$ cat config.mk
export PLATFORM = sky130hd
export DESIGN_NAME = alu_issue_ctrl
export DESIGN_NICKNAME = d
export VERILOG_FILES = /design/src/rtl/alu_issue_ctrl.sv
export SDC_FILE = /design/constraint.sdc
export NUM_CORES = 1
export LEC_CHECK = 0
export ABC_AREA = 1
export BUFFER_PORTS_ARGS = -buffer_cell sky130_fd_sc_hd__buf_2
export CAP_MARGIN = 20
export CORE_UTILIZATION = 25
export CTS_CLUSTER_DIAMETER = 200
export DETAILED_ROUTE_END_ITERATION = 7
export PLACE_DENSITY = 0.53
export SETUP_SLACK_MARGIN = 0.02
export SLEW_MARGIN = 20
export SYNTH_ARGS = -nofsm -noshare
export SYNTH_HDL_FRONTEND = slang
export SYNTH_SLANG_ARGS = --single-unit
export TNS_END_PERCENT = 5
$ cat constraint.sdc
create_clock -name I_clk -period 1.8 [get_ports I_clk]
set_input_delay 0.18 -clock I_clk [delete_from_list [all_inputs] [get_ports I_clk]]
set_output_delay 0.18 -clock I_clk [all_outputs]
set_load 0.1 [all_outputs]
$ cat src/rtl/alu_issue_ctrl.sv
// alu_issue_ctrl: initiator-side issue controller for the ALU enable/busy
// interface. It takes one operation at a time from decode, presents it to the
// ALU with a single-cycle enable, and waits while the ALU reports busy. When
// the ALU finishes it captures the result and the branch outcome, then
// returns them on a response channel. A flush drops the response without
// abandoning a busy ALU. A watchdog turns a stuck busy into an error response.
module alu_issue_ctrl #(
    parameter int TAG_W   = 4,
    parameter int TIMEOUT = 40
) (
    input  logic             I_clk,
    input  logic             I_reset,

    // request channel from decode
    input  logic             I_req_valid,
    output logic             O_req_ready,
    input  logic [4:0]       I_req_op,
    input  logic [31:0]      I_req_a,
    input  logic [31:0]      I_req_b,
    input  logic [2:0]       I_req_cmp,
    input  logic [TAG_W-1:0] I_req_tag,
    input  logic             I_flush,

    // ALU side
    output logic             O_alu_en,
    output logic [4:0]       O_alu_op,
    output logic [31:0]      O_alu_s1,
    output logic [31:0]      O_alu_s2,
    input  logic             I_alu_busy,
    input  logic [31:0]      I_alu_data,
    input  logic             I_alu_lt,
    input  logic             I_alu_ltu,
    input  logic             I_alu_eq,

    // response channel
    output logic             O_rsp_valid,
    input  logic             I_rsp_ready,
    output logic [31:0]      O_rsp_data,
    output logic             O_rsp_taken,
    output logic             O_rsp_err,
    output logic [TAG_W-1:0] O_rsp_tag,
    output logic             O_idle
);

    // One extra bit so the counter can hold TIMEOUT-1 for any TIMEOUT and
    // still have headroom to saturate instead of wrapping.
    localparam int CNT_W = $clog2(TIMEOUT) + 1;
    localparam logic [CNT_W-1:0] CNT_LAST = CNT_W'(TIMEOUT - 1);
    localparam logic [CNT_W-1:0] CNT_MAX  = '1;

    typedef enum logic [1:0] {
        ST_IDLE  = 2'd0,
        ST_ISSUE = 2'd1,
        ST_WAIT  = 2'd2,
        ST_RESP  = 2'd3
    } state_t;

    // branch comparison encodings (funct3)
    localparam logic [2:0] CMP_BEQ  = 3'b000;
    localparam logic [2:0] CMP_BNE  = 3'b001;
    localparam logic [2:0] CMP_BLT  = 3'b100;
    localparam logic [2:0] CMP_BGE  = 3'b101;
    localparam logic [2:0] CMP_BLTU = 3'b110;
    localparam logic [2:0] CMP_BGEU = 3'b111;

    // ------------------------------------------------------------------
    // state and holding registers
    // ------------------------------------------------------------------
    state_t            state_q,     state_d;
    logic [4:0]        hold_op_q,   hold_op_d;
    logic [31:0]       hold_a_q,    hold_a_d;
    logic [31:0]       hold_b_q,    hold_b_d;
    logic [2:0]        hold_cmp_q,  hold_cmp_d;
    logic [TAG_W-1:0]  hold_tag_q,  hold_tag_d;
    logic [CNT_W-1:0]  wd_cnt_q,    wd_cnt_d;
    logic              drop_q,      drop_d;
    logic [31:0]       rsp_data_q,  rsp_data_d;
    logic              rsp_taken_q, rsp_taken_d;
    logic              rsp_err_q,   rsp_err_d;

    logic              req_fire;
    logic              rsp_fire;
    logic              drop_now;
    logic              flag_taken;

    // Branch decision from the ALU comparison flags; unused encodings are
    // never taken.
    function automatic logic branch_taken(input logic [2:0] cmp,
                                          input logic       eq,
                                          input logic       lt,
                                          input logic       ltu);
        logic t;
        case (cmp)
            CMP_BEQ:  t = eq;
            CMP_BNE:  t = !eq;
            CMP_BLT:  t = lt;
            CMP_BGE:  t = !lt;
            CMP_BLTU: t = ltu;
            CMP_BGEU: t = !ltu;
            default:  t = 1'b0;
        endcase
        return t;
    endfunction

    // handshake and flag decode helpers
    always_comb begin
        req_fire   = O_req_ready && I_req_valid;
        rsp_fire   = O_rsp_valid && I_rsp_ready;
        // a flush arriving in the capture cycle must also suppress the response
        drop_now   = drop_q || I_flush;
        flag_taken = branch_taken(hold_cmp_q, I_alu_eq, I_alu_lt, I_alu_ltu);
    end

    // next-state and next-register logic
    always_comb begin
        // NOTE: every signal written here gets a default first so no path
        // leaves it unassigned; that is what keeps this block from inferring
        // latches.
        state_d     = state_q;
        hold_op_d   = hold_op_q;
        hold_a_d    = hold_a_q;
        hold_b_d    = hold_b_q;
        hold_cmp_d  = hold_cmp_q;
        hold_tag_d  = hold_tag_q;
        wd_cnt_d    = wd_cnt_q;
        drop_d      = drop_q;
        rsp_data_d  = rsp_data_q;
        rsp_taken_d = rsp_taken_q;
        rsp_err_d   = rsp_err_q;

        case (state_q)
            ST_IDLE: begin
                if (req_fire) begin
                    hold_op_d  = I_req_op;
                    hold_a_d   = I_req_a;
                    hold_b_d   = I_req_b;
                    hold_cmp_d = I_req_cmp;
                    hold_tag_d = I_req_tag;
                    state_d    = ST_ISSUE;
                end
            end

            ST_ISSUE: begin
                // fresh operation: watchdog restarts, and only a flush seen
                // right now can mark it for dropping
                wd_cnt_d = '0;
                drop_d   = I_flush;
                state_d  = ST_WAIT;
            end

            ST_WAIT: begin
                drop_d = drop_now;
                if (!I_alu_busy) begin
                    if (drop_now) begin
                        state_d = ST_IDLE;
                    end else begin
                        rsp_data_d  = I_alu_data;
                        rsp_taken_d = flag_taken;
                        rsp_err_d   = 1'b0;
                        state_d     = ST_RESP;
                    end
                end else if (wd_cnt_q == CNT_LAST) begin
                    // ALU never released busy; report an error instead of
                    // waiting forever
                    if (drop_now) begin
                        state_d = ST_IDLE;
                    end else begin
                        rsp_data_d  = '0;
                        rsp_taken_d = 1'b0;
                        rsp_err_d   = 1'b1;
                        state_d     = ST_RESP;
                    end
                end else if (wd_cnt_q != CNT_MAX) begin
                    wd_cnt_d = wd_cnt_q + CNT_W'(1);
                end
            end

            ST_RESP: begin
                // a handshake in the same cycle as a flush still delivers;
                // either way the response is finished
                if (rsp_fire || I_flush) begin
                    state_d = ST_IDLE;
                end
            end

            default: begin
                state_d = ST_IDLE;
            end
        endcase
    end

    // register update with synchronous reset
    always_ff @(posedge I_clk) begin
        // NOTE: sequential state is written with non-blocking assignments so
        // every register samples its next value from the same clock edge.
        if (I_reset) begin
            state_q     <= ST_IDLE;
            hold_op_q   <= '0;
            hold_a_q    <= '0;
            hold_b_q    <= '0;
            hold_cmp_q  <= '0;
            hold_tag_q  <= '0;
            wd_cnt_q    <= '0;
            drop_q      <= 1'b0;
            rsp_data_q  <= '0;
            rsp_taken_q <= 1'b0;
            rsp_err_q   <= 1'b0;
        end else begin
            state_q     <= state_d;
            hold_op_q   <= hold_op_d;
            hold_a_q    <= hold_a_d;
            hold_b_q    <= hold_b_d;
            hold_cmp_q  <= hold_cmp_d;
            hold_tag_q  <= hold_tag_d;
            wd_cnt_q    <= wd_cnt_d;
            drop_q      <= drop_d;
            rsp_data_q  <= rsp_data_d;
            rsp_taken_q <= rsp_taken_d;
            rsp_err_q   <= rsp_err_d;
        end
    end

    // output drive: ALU operands come straight from the holding registers so
    // they stay stable while a multi-cycle shift reads them
    always_comb begin
        O_req_ready = (state_q == ST_IDLE) && !I_flush;
        O_idle      = (state_q == ST_IDLE);
        O_alu_en    = (state_q == ST_ISSUE);
        O_alu_op    = hold_op_q;
        O_alu_s1    = hold_a_q;
        O_alu_s2    = hold_b_q;
        O_rsp_valid = (state_q == ST_RESP);
        O_rsp_data  = rsp_data_q;
        O_rsp_taken = rsp_taken_q;
        O_rsp_err   = rsp_err_q;
        O_rsp_tag   = hold_tag_q;
    end

endmodule

==> impl_metrics.csv <==
group,metric,value,unit
logic_synthesis,syn_inst,612,
routing,wire_per_inst,14.0,um
sta,setup_ws,0.0923,ns
routing,routed_via_density,4.50,
sta,relSlewSlack,0.661,
floorplan,start_util,0.259,
cts,cts_tree,"yes",
critical_path,cp_slowest_cell,"buf_2",
placed_design,place_ws,0.222,ns
outcome,status,"completed",
pwr,ir_worst_vdd,0.000905,V
placed_design,placement.io_buffers,227,
flow_run,drv_cap,0,
logic_synthesis,ys_types,22,
logic_synthesis,syn_area,0.00474,mm^2
floorplan,fp-row-count,49,
sta,final_hold_viol_count,0,
global_route,grt_pass1_wl,23700,um
routing,route.detailed.drc,0,
floorplan,ios,228,
critical_path,critPathCaptureType,"output pin",
critical_path,worstPathArrival,1.53,ns
cells_and_area,drive_gt1_frac,0.356,
cells_and_area,mostFrequentLayoutCells,"225 x buf_2, 170 x nand2_1, 118 x dfxtp_1, 118 x a21oi_1, 86 x nand3_1",
pwr,power.leakage,0.00314,uW
sta,whs,0.0239,ns
sta,fmax,586,MHz
critical_path,r2r_slack,0.21,ns
cts,cts_sinks,120,
logic_synthesis,yosys_register_bits,120,
pwr,power_density,1500,mW/mm^2
critical_path,path_class,"flop to output pin",
logic_synthesis,synth_warnings,0,
routing,dr_total_vias,4911,
global_route,grt_max_degree,71,
floorplan,fp.dieW,140,um
global_route,grt_overflow,0,
placed_design,routabilityCongestion,0.794,
routing,drt-pass1-iter-count,5,
routing,totalWireLength,15200,um
cells_and_area,antennaDiodeCount,0,
global_route,grt_pass1_vias,4611,
floorplan,coreArea,0.0183,mm^2
cts,numCtsBuffers,17,
critical_path,cp_slowest_stage_delay,0.44,ns
critical_path,cp-start-kind,"flop",
cts,insertion_delay,0.41,ns
cells_and_area,areaGrowthSynthToFinish,48.2,%
sta,skew,0.00968,ns
cts,htree_levels,4,
sta,post-route-period-util,0.949,
placed_design,dp_hpwl,10100,um
cts,clockRootBuffer,"clkbuf_16",
floorplan,dieHeight,140,um
pwr,totalPowerFinal,10500,uW
sta,setup-violations-final,0,
cells_and_area,layout_commonest_cell,"buf_2",
logic_synthesis,syn_area_per_cell,7.75,um^2
critical_path,cp.required,1.62,ns
routing,postRouteAntennaNets,0,
cells_and_area,fin_nets,972,
critical_path,path_cells,"buf_4 -> ha_2 -> buf_2",
global_route,grt_use_total,0.156,
critical_path,worstPathMaxFanout,3,
sta,rsz0062_at_grt,"no",
logic_synthesis,synthesis.nets,735,
sta,tns,0,ns
sta,period_minus_slack,1.71,ns
routing,dr.first_iter.drc_count,220,
min_path,hold_path.class,"input port to flop",
cts,clockBufferDepth,2,
logic_synthesis,yosysSeqAreaShare,0.507,
floorplan,die_area,0.0195,mm^2
sta,max_slew.worst_pin.slew,0.512,ns
sta,final_max_slew_viol_count,0,
global_route,antenna_found_initial,1,
cells_and_area,num-fill-cells,1901,
cts,clk_pin_slew,0.06,ns
## flip-flops by register name, indices dropped and copies added, names as in the netlist
name / count
O_alu_op: 5
hold_cmp_q: 3
O_rsp_taken: 1
O_rsp_err: 1
O_rsp_tag: 4
wd_cnt_q: 7
state_q: 2
drop_q: 1
O_alu_s2: 32
O_rsp_data: 32
O_alu_s1: 32
## where the power goes
| part | internal [uW] | switching [uW] |
|---|---|---|
| Combinational | 921 | 2780 |
| Clock | 2410 | 1330 |
| Sequential | 2920 | 169 |
| Total | 6250 | 4280 |
## metal layers
layer,vias up,routed length (um),track usage
li1,2495,-,-
met1,2248,6700,0.181
met2,148,7410,0.264
met3,18,913,0.0564
met4,2,200,0.0492
met5,-,13,0
## layout make-up
type / count / area [um^2] / share of cell area
Sequential cell: 120 / 2400 / 0.342
Tap cell: 229 / 287 / 0.0408
Timing Repair Buffer: 261 / 1580 / 0.225
Clock inverter: 13 / 194 / 0.0276
Clock buffer: 19 / 453 / 0.0644
Multi-Input combinational cell: 430 / 2030 / 0.289
Inverter: 19 / 76.3 / 0.0109
## worst paths after layout
path | cells past startpoint | end | from
setup / recovery | 3 | O_alu_en | state_q[0]
hold / removal | 3 | O_rsp_data[23] | I_alu_data[23]
setup reg to reg | 9 | O_alu_s1[30] | state_q[1]
hold reg to reg | 2 | O_rsp_data[25] | O_rsp_data[25]
## critical path: cells and delay by family (launching register included)
kind                     cells  cell delay, ns
adder cells (fa/ha/maj)      1            0.21
flip-flops                   1            0.35
buffers and inverters        2            0.56
## metrics by stage
step | utilization | cells | area (um^2)
4_1_cts | 0.384 | 1091 | 7020
3_5_place_dp | 0.337 | 1042 | 6160
2_1_floorplan | - | 612 | 4760
3_3_place_gp | 0.337 | 1042 | 6160
6_report | 0.385 | 1091 | 7030
5_1_grt | 0.385 | 1091 | 7030
## cell usage after synthesis
cell,instances,area share
nand3_1,86,0.091
nand4_1,2,0.0026
nand2_4,2,0.0048
nor2_4,1,0.0024
dfxtp_1,120,0.51
buf_4,9,0.014
buf_6,6,0.014
nor2_1,20,0.016
nand3_2,2,0.0042
o21ai_0,5,0.0053
or2_2,1,0.0013
inv_2,2,0.0016
nor3_1,3,0.0032
nand2_2,10,0.013
buf_2,15,0.016
clkbuf_1,12,0.0095
a21oi_1,119,0.13
nand2_1,170,0.13
buf_1,1,0.00079
nor2_2,3,0.0040
inv_1,17,0.013
ha_1,6,0.016
## logic make-up after synthesis
group	Yosys count	synth area share
AOI/OAI and AO/OA	124	0.131
adders and majority gates	6	0.0158
buffers and inverters	62	0.0697
and+or+nand+nor	300	0.277
DFF	120	0.507
## what timing repair did
action / 4_1_cts / 5_1_grt
pin swaps: 1 / 2
hold buffers: 14 / 0
buffers inserted: 1 / 0
gates resized for setup: 2 / 5
setup endpoints to repair: 2 / 4
endpoints found under the hold margin: 14 / 0
gates cloned: 2 / 0
No activity file was read; power rests on OpenSTA's default activity.
